**src/rtl/buf_drive_sequencer.sv**
```systemverilog
// Steps a thermometer-coded bank of parallel buffer legs toward a requested level, one leg per STEP_CYC cycles, to bound di/dt.
// Latency: first leg moves one edge after accept; LVL_READY is low while ramping or while FORCE_OFF is held.
module buf_drive_sequencer #(
  parameter int NSEG     = 4,
  parameter int STEP_CYC = 2,
  parameter int LW       = $clog2(NSEG + 1)
) (
  input  logic            CLK,
  input  logic            RN,
  input  logic [LW-1:0]   LVL,
  input  logic            LVL_VALID,
  output logic            LVL_READY,
  input  logic            FORCE_OFF,
  output logic [NSEG-1:0] EN,
  output logic [LW-1:0]   CUR,
  output logic            DONE,
  output logic            CLAMPED,
  output logic            ABORTED
);

  typedef enum logic [1:0] {IDLE, RAMP_UP, RAMP_DOWN} state_t;

  localparam logic [LW-1:0]   NSEG_L = LW'(NSEG);
  localparam logic [7:0]      RELOAD = 8'(STEP_CYC - 1);
  localparam logic [NSEG-1:0] LEG0   = NSEG'(1);

  state_t          state_q, state_d;
  logic [NSEG-1:0] en_q, en_d;
  logic [LW-1:0]   cur_q, cur_d;
  logic [LW-1:0]   tgt_q, tgt_d;
  logic [7:0]      timer_q, timer_d;
  logic            rdy_q, rdy_d;
  logic            done_q, done_d;
  logic            clamped_q, clamped_d;
  logic            aborted_q, aborted_d;
  logic [LW-1:0]   lvl_sat;
  logic [LW-1:0]   cur_step;

  always_comb begin
    state_d   = state_q;
    en_d      = en_q;
    cur_d     = cur_q;
    tgt_d     = tgt_q;
    timer_d   = timer_q;
    done_d    = 1'b0;
    clamped_d = 1'b0;
    aborted_d = 1'b0;
    cur_step  = cur_q;
    lvl_sat   = (LVL > NSEG_L) ? NSEG_L : LVL;

    if (FORCE_OFF) begin
      state_d   = IDLE;
      en_d      = '0;
      cur_d     = '0;
      timer_d   = '0;
      aborted_d = (state_q != IDLE);
    end else begin
      case (state_q)
        IDLE: begin
          if (LVL_VALID && rdy_q) begin
            clamped_d = (LVL > NSEG_L);
            tgt_d     = lvl_sat;
            timer_d   = '0;
            if (lvl_sat > cur_q)      state_d = RAMP_UP;
            else if (lvl_sat < cur_q) state_d = RAMP_DOWN;
            else                      done_d  = 1'b1;
          end
        end
        RAMP_UP, RAMP_DOWN: begin
          if (timer_q == 8'd0) begin
            timer_d = RELOAD;
            // Thermometer code: grow/shrink from the top so only one leg toggles.
            if (state_q == RAMP_UP) begin
              en_d     = (en_q << 1) | LEG0;
              cur_step = cur_q + 1'b1;
            end else begin
              en_d     = en_q >> 1;
              cur_step = cur_q - 1'b1;
            end
            cur_d = cur_step;
            if (cur_step == tgt_q) begin
              state_d = IDLE;
              done_d  = 1'b1;
            end
          end else begin
            timer_d = timer_q - 8'd1;
          end
        end
        default: state_d = IDLE;
      endcase
    end

    rdy_d = (state_d == IDLE) && !FORCE_OFF;
  end

  always_ff @(posedge CLK or negedge RN) begin
    if (!RN) begin
      state_q   <= IDLE;
      en_q      <= '0;
      cur_q     <= '0;
      tgt_q     <= '0;
      timer_q   <= '0;
      rdy_q     <= 1'b1;
      done_q    <= 1'b0;
      clamped_q <= 1'b0;
      aborted_q <= 1'b0;
    end else begin
      state_q   <= state_d;
      en_q      <= en_d;
      cur_q     <= cur_d;
      tgt_q     <= tgt_d;
      timer_q   <= timer_d;
      rdy_q     <= rdy_d;
      done_q    <= done_d;
      clamped_q <= clamped_d;
      aborted_q <= aborted_d;
    end
  end

  assign EN        = en_q;
  assign CUR       = cur_q;
  assign LVL_READY = rdy_q;
  assign DONE      = done_q;
  assign CLAMPED   = clamped_q;
  assign ABORTED   = aborted_q;

endmodule

```
**config.mk**
```make
export PLATFORM = sky130hd
export DESIGN_NAME = buf_drive_sequencer
export DESIGN_NICKNAME = d
export VERILOG_FILES = /design/src/rtl/buf_drive_sequencer.sv
export SDC_FILE = /design/constraint.sdc
export NUM_CORES = 1
export LEC_CHECK = 0
export BUFFER_PORTS_ARGS = -buffer_cell sky130_fd_sc_hd__buf_2
export CAP_MARGIN = 0
export CORE_MARGIN = 2
export CORE_UTILIZATION = 56
export DETAILED_ROUTE_END_ITERATION = 10
export GPL_ROUTABILITY_DRIVEN = 0
export PLACE_DENSITY = 0.87
export SYNTH_ARGS = -nofsm -noshare
export SYNTH_HDL_FRONTEND = slang
export SYNTH_SLANG_ARGS = --single-unit
```
**constraint.sdc**
```tcl
create_clock -name CLK -period 2.3 [get_ports CLK]
set_input_delay 0.575 -clock CLK [delete_from_list [all_inputs] [get_ports CLK]]
set_output_delay 0.575 -clock CLK [all_outputs]
set_load 0.03 [all_outputs]
```
======== After elaboration in Yosys (flattened, before gate mapping) ========
Index checks and enable logic that the tools add are counted.
word-level totals
  register bits after elaboration ......... 24
  output and inout bits ................... 11
  word-level logic and storage cells ...... 68
cells by class
  add/sub/neg operators ................... 3
  magnitude comparators ................... 3
  equality and inequality tests ........... 4
  mux-type cells .......................... 34
  bitwise gates (word level) .............. 1
  reduce and logical (&&, ||, !) cells .... 14
operator list
  kind                                                  number
  two-way mux 3 bit                                     8
  two-way mux 8 bit                                     3
  two-way mux 4 bit                                     4
  one-hot mux 8 bit (2 select lines)                    1
  two-way mux 2 bit                                     6
  two-way mux 1 bit                                     10
  logical NOT 8 bit                                     1
  subtractor 8 x 1 -> 8 bit (second input constant)     1
  nonzero test 2 bit                                    3
  logical NOT 2 bit                                     2
  one-hot mux 2 bit (2 select lines)                    1
  AND reduction 2 bit                                   2
  adder 3 x 1 -> 3 bit (second input constant)          1
  equality test 3 bit                                   1
  > comparator 3 bit                                    1
  > comparator 3 bit (second input constant)            1
  less-than comparator 3 bit                            1
  != test 3 bit (second input constant)                 1
  AND reduction 3 bit                                   1
  nonzero test 3 bit                                    1
  subtractor 3 x 1 -> 3 bit (second input constant)     1
  equality test 2 x 1 -> 1 bit (second input constant)  1
  equality test 2 bit (second input constant)           1
  logical AND 1 bit                                     2
  4 further kinds                                       4

======== Longest topological paths before layout ========
Gate-level depths: netlist of run 1.
  word-level depth ........................ 12
  depth in mapped cells ................... 7
  mapped depth without buffers ............ 7

======== Least setup slack after synthesis of run 1 ========
No wires, ideal clock.
  path type ............................... register to register
  from .................................... register cur_q[0] (netlist: CUR[0])
  to ...................................... register rdy_q (netlist: LVL_READY)
  arrival ................................. 1.969 ns
  required time ........................... 2.221 ns
  path slack .............................. 0.252 ns
  cell stages (with the launch flop) ...... 7
  clock period less this slack ............ 2.048 ns
  cells stage by stage .................... dfrtp_1 -> inv_1 -> fa_1 -> xnor2_1 -> nor4b_4 -> a21o_1 -> a41o_1
on the way
  longest elaborated chain between the ends .. 12
  elaborated cells between the ends (all ways) .. 18
  classes of those cells .................. add/sub: 2; order compare: 2; eq/ne: 1; mux: 11; reduce/logical: 2
ends and longest elaborated chain
  item                                                                      line    text
  start, declared                                                           29      logic [LW-1:0] cur_q, cur_d;
  start signal, assigned                                                    110     cur_q <= cur_d;
  subtractor 3 x 1 -> 3 bit / adder 3 x 1 -> 3 bit (equally long branches)  78, 75
  two-way mux 3 bit                                                         73      if (state_q == RAMP_UP) begin
  two-way mux 3 bit                                                         70      if (timer_q == 8'd0) begin
  two-way mux 3 bit                                                         58      case (state_q)
  two-way mux 3 bit                                                         51      if (FORCE_OFF) begin
  equality test 3 bit                                                       81      if (cur_step == tgt_q) begin
  two-way mux 2 bit                                                         81
  two-way mux 2 bit                                                         70
  one-hot mux 2 bit (2 select lines) *                                      58
  two-way mux 2 bit *                                                       51
  logical NOT 2 bit *                                                       93      rdy_d = (state_d == IDLE) && !FORCE_OFF;
  logical AND 1 bit *                                                       93
  net rdy_d                                                                 32      logic rdy_q, rdy_d;
  end signal, assigned                                                      113     rdy_q <= rdy_d;
  end, declared                                                             32
The timed path passes the listed nets; every way through them passes the cells marked *. The select of a mux whose other input is x is not followed.
A chain may end at the register's enable or synchronous reset.

======== Worst setup path in the final report of run 1 ========
  from .................................... register state_q[0]
  to ...................................... register timer_q[4]
on the way
  longest elaborated chain between the ends .. 4
  elaborated cells between the ends (all ways) .. 9
  classes of those cells .................. eq/ne: 3; mux: 2; reduce/logical: 4
ends and longest elaborated chain
  item                                                                             line  text
  start, declared                                                                  27    state_t state_q, state_d;
  start signal, assigned                                                           108   state_q <= state_d;
  equality test 2 x 1 -> 1 bit / equality test 2 bit (equally long branches)       58
  OR reduction 2 bit                                                               58
  one-hot mux 8 bit (2 select lines) / nonzero test 3 bit (equally long branches)  --
  two-way mux 8 bit / AND reduction 2 bit (equally long branches)                  --
  end signal, assigned                                                             112   timer_q <= timer_d;
  end, declared                                                                    31    logic [7:0] timer_q, timer_d;
Parallel ways exist; a longest one is shown, timed or not.

==> results_dict.tcl, run 1 <==
set metrics [dict create \
    async_flop_share_pct 100 \
    hpwl_microns 2100 \
    hp-class "primary input to asynchronous set/reset pin" \
    mostFrequentLayoutCells "dfrtp_1 (23), buf_2 (17), nor2_1 (12), a21oi_1 (11)" \
    post_cts_buffers 0 \
    diodes 0 \
    cp_slowest_stage_delay_ps 420 \
    r2r-end "timer_q[4]" \
    placement_rows 18 \
    grt_start_max_net_pins 25 \
    antenna_found_initial 0 \
    cp-start-kind "flop" \
    synth_edf_count 0 \
    setup_viol 0 \
    worst_pin_slew_ps 545 \
    post-place-ws_ps 126 \
    synth_top_area_cell "dfrtp_1" \
    critPathKind "flop to flop" \
    clk_pin_slew_ps 130 \
    crit_end "timer_q[4]" \
    nets 180 \
    grt_pass1_wl_microns 4460 \
    yosysUniqueCellTypes 40 \
    use_met2_pct 36.0 \
    cp_max_fo 6 \
    synth_fp_nets 154 \
    coreArea_sq_um 2410 \
    wl_per_cell_microns 14.5 \
    slowest_stage "dfrtp_1" \
    syn_inst 138 \
    critPathRequiredTime_ps 2550 \
    start_util_pct 57.6 \
    cts_made_buffers 3 \
    antenna_left 0 \
    path_cells "inv_1, ha_1, nor2b_1, o311ai_0, buf_4, or3_2, a21oi_1" \
    globalRouteOverflowTotal 0 \
    fmax_mhz 477 \
    synth_seq_cells 24 \
    drt_iter0_drc 17 \
    grt_use_met1_pct 27.0 \
    maxSlewHeadroom_pct 63.7 \
    syn_avg_cell_area_sq_um 10.1 \
    status "finished clean" \
    vias_per_cell 5.69 \
    synth_top_area_share_pct 41.4 \
    cp_data_arrival_time_ps 2350 \
    ir_drop_v 0.000756 \
    ys_top_cells_by_area "dfrtp_1 (41%), ha_1 (7.2%), a21oi_1 (4.0%)" \
    clk_latency_ps 320 \
    yosys_warnings 0 \
    post-route-worst-setup-slack_ps 201 \
    startpoint "state_q[0]" \
    seqCellArea_sq_um 602 \
    ios 18 \
    end_kind "flop" \
    cts_root_buf "clkbuf_4" \
    drv_slew 0 \
    post_dp_cell_area_sq_um 1550 \
    rsz0062_at_grt "no" \
    final_hold_viol_count 0 \
    io_buffers 17 \
    area_growth_pct 13.9 \
    ys_seq_area_share_pct 43.3 \
    die_area_sq_um 2890 \
    worst-r2r-setup-slack_ps 200 \
    drc_errors 0 \
    drtPass1Iterations 4 \
    fp.dieW_microns 53.8 \
    synth-main-ff-cell "dfrtp_1" \
    fin_setup_tns_ps 0 \
    ctsResizeCount 0 \
    cap_violations 0 \
    drive_above_1_share_pct 24.5 \
    syn_area_sq_um 1390 \
    fill_cells 201 \
    skew_ps 7.88 \
    p_leak_uw 0.000733 \
    cts_tree "done" \
    max-clock-path-buffers 2 \
    num_vias 1099 \
    h-tree-depth 1 \
    busiest_layer "met2" \
    cts.sinks 24 \
    die_h_microns 53.8 \
    first_global_vias 1053 \
    final_area_sq_um 1580 \
    wl_microns 2800 \
    ff2ff_path_depth 7 \
    layout_commonest_cell "dfrtp_1" \
    grt_usage_pct 21.4 \
    r2r_start "state_q[0]" \
    powerDensity_nw_per_um2 1220 \
    multi_input_area_sq_um 738 \
    hold_buffers 0 \
    min_period_over_period_pct 91.2 \
    grt_util_met3_pct 2.78 \
    layout_min_cycle_time_ps 2100 \
]
-- layer usage --
metal	part of all wire, %	vias up
li1	-	547
met1	46	530
met2	49	14
met3	2.1	8
met4	2.7	0
met5	0	-
-- final cells by class --
class | count | area share (%)
multi-input cells | 103 | 46.7
flip-flops and latches | 24 | 38.1
repair buffers | 24 | 8.70
well taps | 30 | 2.37
clock buffers | 4 | 2.29
inverters | 8 | 1.90
-- logic make-up after synthesis --
family	count (synthesis)	synth area share (%)
flip-flops	24	43.3
multiplexers	4	3.06
adder cells (fa/ha/maj)	9	8.65
buffers and inverters	11	3.51
XOR/XNOR	8	5.05
AO/OA/AOI/OAI	35	16.5
AND/OR/NAND/NOR	47	19.9
-- critical path, delay by kind of cell (launching register included) --
| kind | cells | cell delay, ps |
|---|---|---|
| AO/OA/AOI/OAI | 2 | 300 |
| adder cells (fa/ha/maj) | 1 | 390 |
| buffers and inverters | 2 | 250 |
| AND/OR/NAND/NOR | 2 | 670 |
| flip-flops | 1 | 420 |
-- through the flow --
step / cells / util [%] / total power [uW] / hold WS [ps]
2_1_floorplan: 138 / - / 1390 / 279
4_1_cts: 193 / 65.6 / 1930 / 234
3_3_place_gp: 189 / 64.1 / 1650 / 487
5_1_grt: 193 / 65.6 / 2060 / 255
3_5_place_dp: 189 / 64.1 / 1700 / 497
6_report: 193 / 65.6 / 1920 / 222
-- registers in the layout, summed over array words and instances (netlist names) --
signal / cells
timer_q: 8
EN: 4
state_q: 2
DONE: 1
tgt_q: 3
ABORTED: 1
CUR: 3
LVL_READY: 1
CLAMPED: 1
-- report_power, final --
part	internal (uW)	switching [uW]	total, uW
Clock	96.8	127	224
Combinational	464	563	1030
Sequential	554	118	672
Total	1110	808	1920
-- worst min-delay path by stage --
stage | to | from | slack (ps) | cells after the start
3_5_place_dp | timer_q[0] | timer_q[0] | 500 | 2
4_1_cts | timer_q[1] | RN | 230 | 1
2_1_floorplan | ABORTED | RN | 280 | 0
5_1_grt | timer_q[7] | RN | 260 | 1
6_report | timer_q[7] | RN | 220 | 1
3_3_place_gp | timer_q[0] | timer_q[0] | 490 | 2
-- cells in the mapped netlist, types with 4 or more instances --
library cell,n
nor2b_1,4
a21oi_1,11
nand2b_1,4
ha_1,8
or3_1,4
a211oi_1,4
o21ai_0,7
dfrtp_1,23
xnor2_1,5
nor2_1,12
nand2_1,5
inv_1,8
Power figures use the tool's default switching activity.
==> inputs of run 2 (changes only) <==
CORE_ASPECT_RATIO = 1.4   (was not set)
CORE_UTILIZATION = 55   (was 56)
PLACE_DENSITY = 0.85   (was 0.87)
==> results_dict.tcl, run 2 (synthesis gave the netlist of run 1 again) <==
set metrics [dict create \
    final_hold_viol_count 0 \
    antenna_left 0 \
    min_period_over_period_pct 93.8 \
    ir_drop_v 0.000733 \
    cts_tree "done" \
    antenna_found_initial 0 \
    clk_latency_ps 320 \
    rsz0062_at_grt "no" \
    skew_ps 3.41 \
    wl_per_cell_microns 15.7 \
    path_cells "inv_1, ha_1, fa_1, xnor2_1, nor4b_4, a21o_1, a41o_1" \
    cp_slowest_stage_delay_ps 490 \
    p_leak_uw 0.000717 \
    drv_slew 0 \
    num_vias 1137 \
    drc_errors 0 \
    post_dp_cell_area_sq_um 1530 \
    drtPass1Iterations 4 \
    maxSlewHeadroom_pct 56.3 \
    cp_max_fo 4 \
    cap_violations 0 \
    hp-class "primary input to asynchronous set/reset pin" \
    grt_usage_pct 24.3 \
    hold_slack_ps 223 \
    vias_per_cell 5.86 \
    critPathRequiredTime_ps 2560 \
    end_kind "flop" \
    cts.sinks 24 \
    start_util_pct 58.1 \
    fmax_mhz 464 \
    layout_min_cycle_time_ps 2160 \
    hpwl_microns 2360 \
    worst_pin_slew_ps 650 \
    powerDensity_nw_per_um2 1220 \
    grt_start_max_net_pins 25 \
    max-clock-path-buffers 2 \
    fin_setup_tns_ps 0 \
    clk_pin_slew_ps 130 \
    drive_above_1_share_pct 24.4 \
    grt_pass1_wl_microns 5200 \
    largest_register "timer_q" \
    setup_viol 0 \
    die_h_microns 63.5 \
    wl_microns 3050 \
    die_area_sq_um 2950 \
    cts_root_buf "clkbuf_4" \
    mostFrequentLayoutCells "dfrtp_1 (23), buf_2 (17), nor2_1 (12), a21oi_1 (11)" \
    fp.dieW_microns 46.5 \
    io_buffers 17 \
    area_growth_pct 12.9 \
    cp-start-kind "flop" \
    largest_reg_flops 8 \
    cp_data_arrival_time_ps 2420 \
    h-tree-depth 1 \
    hold_buffers 0 \
    status "finished clean" \
    coreArea_sq_um 2390 \
    layout_commonest_cell "dfrtp_1" \
    slowest_stage "fa_1" \
    first_global_vias 1169 \
    postLayoutCoreUtil_pct 65.6 \
    globalRouteOverflowTotal 0 \
    final_area_sq_um 1570 \
    critPathKind "flop to flop" \
    nets 177 \
    drt_iter0_drc 49 \
    placement_rows 21 \
    diodes 0 \
    cts_made_buffers 3 \
    ios 18 \
]
==> run 2: power breakdown <==
part / switching [uW] / internal, uW
Clock: 125 / 96.9
Combinational: 578 / 446
Sequential: 120 / 554
Total: 822 / 1100
==> run 2: critical path, delay by kind of cell (launching register included) <==
family	cells	cell delay (ps)
XOR/XNOR	1	330
AO/OA/AOI/OAI	2	460
buffers and inverters	1	90
AND/OR/NAND/NOR	1	90
flip-flops	1	430
adder cells (fa/ha/maj)	2	710
==> run 2: repair_timing <==
action / CTS / global route
buffers inserted: 0 / 0
endpoints found under the setup margin: 0 / 1
gates resized for setup: 0 / 2
==> run 2: per-stage QoR <==
step | worst slack (ps) | total power, uW | std cells
floorplan | 252 | 1390 | 138
global placement | 167 | 1630 | 190
detailed placement | 97.1 | 1690 | 190
CTS | 98.6 | 1920 | 194
global route | 24.1 | 2060 | 194
finish | 143 | 1920 | 194
==> run 2: path summary, 6_finish.rpt <==
path	start	endpoint	slack, ps	cells past startpoint
max reg2reg	state_q[1]	LVL_READY	140	7
min	RN	timer_q[0]	220	1
max	state_q[1]	LVL_READY	140	7
min in group CLK	LVL[1]	CLAMPED	510	3
max in group asynchronous	RN	LVL_READY	1710	1
min reg2reg	tgt_q[0]	tgt_q[0]	520	2
==> run 2: metal layers <==
metal / wire length [microns] / global-route usage, % / vias to the layer above
li1: - / - / 535
met4: 70 / 10.0 / 0
met5: 0 / 0 / -
met2: 1700 / 42.7 / 27
met3: 105 / 4.58 / 8
met1: 1170 / 26.9 / 567
==> run 2: area by class of cell <==
| type | count | area, sq um |
|---|---|---|
| Inverter | 8 | 30.0 |
| Tap cell | 34 | 42.5 |
| Timing Repair Buffer | 21 | 115 |
| Fill cell | 197 | 823 |
| Sequential cell | 24 | 602 |
| Clock buffer | 4 | 36.3 |
| Multi-Input combinational cell | 103 | 742 |
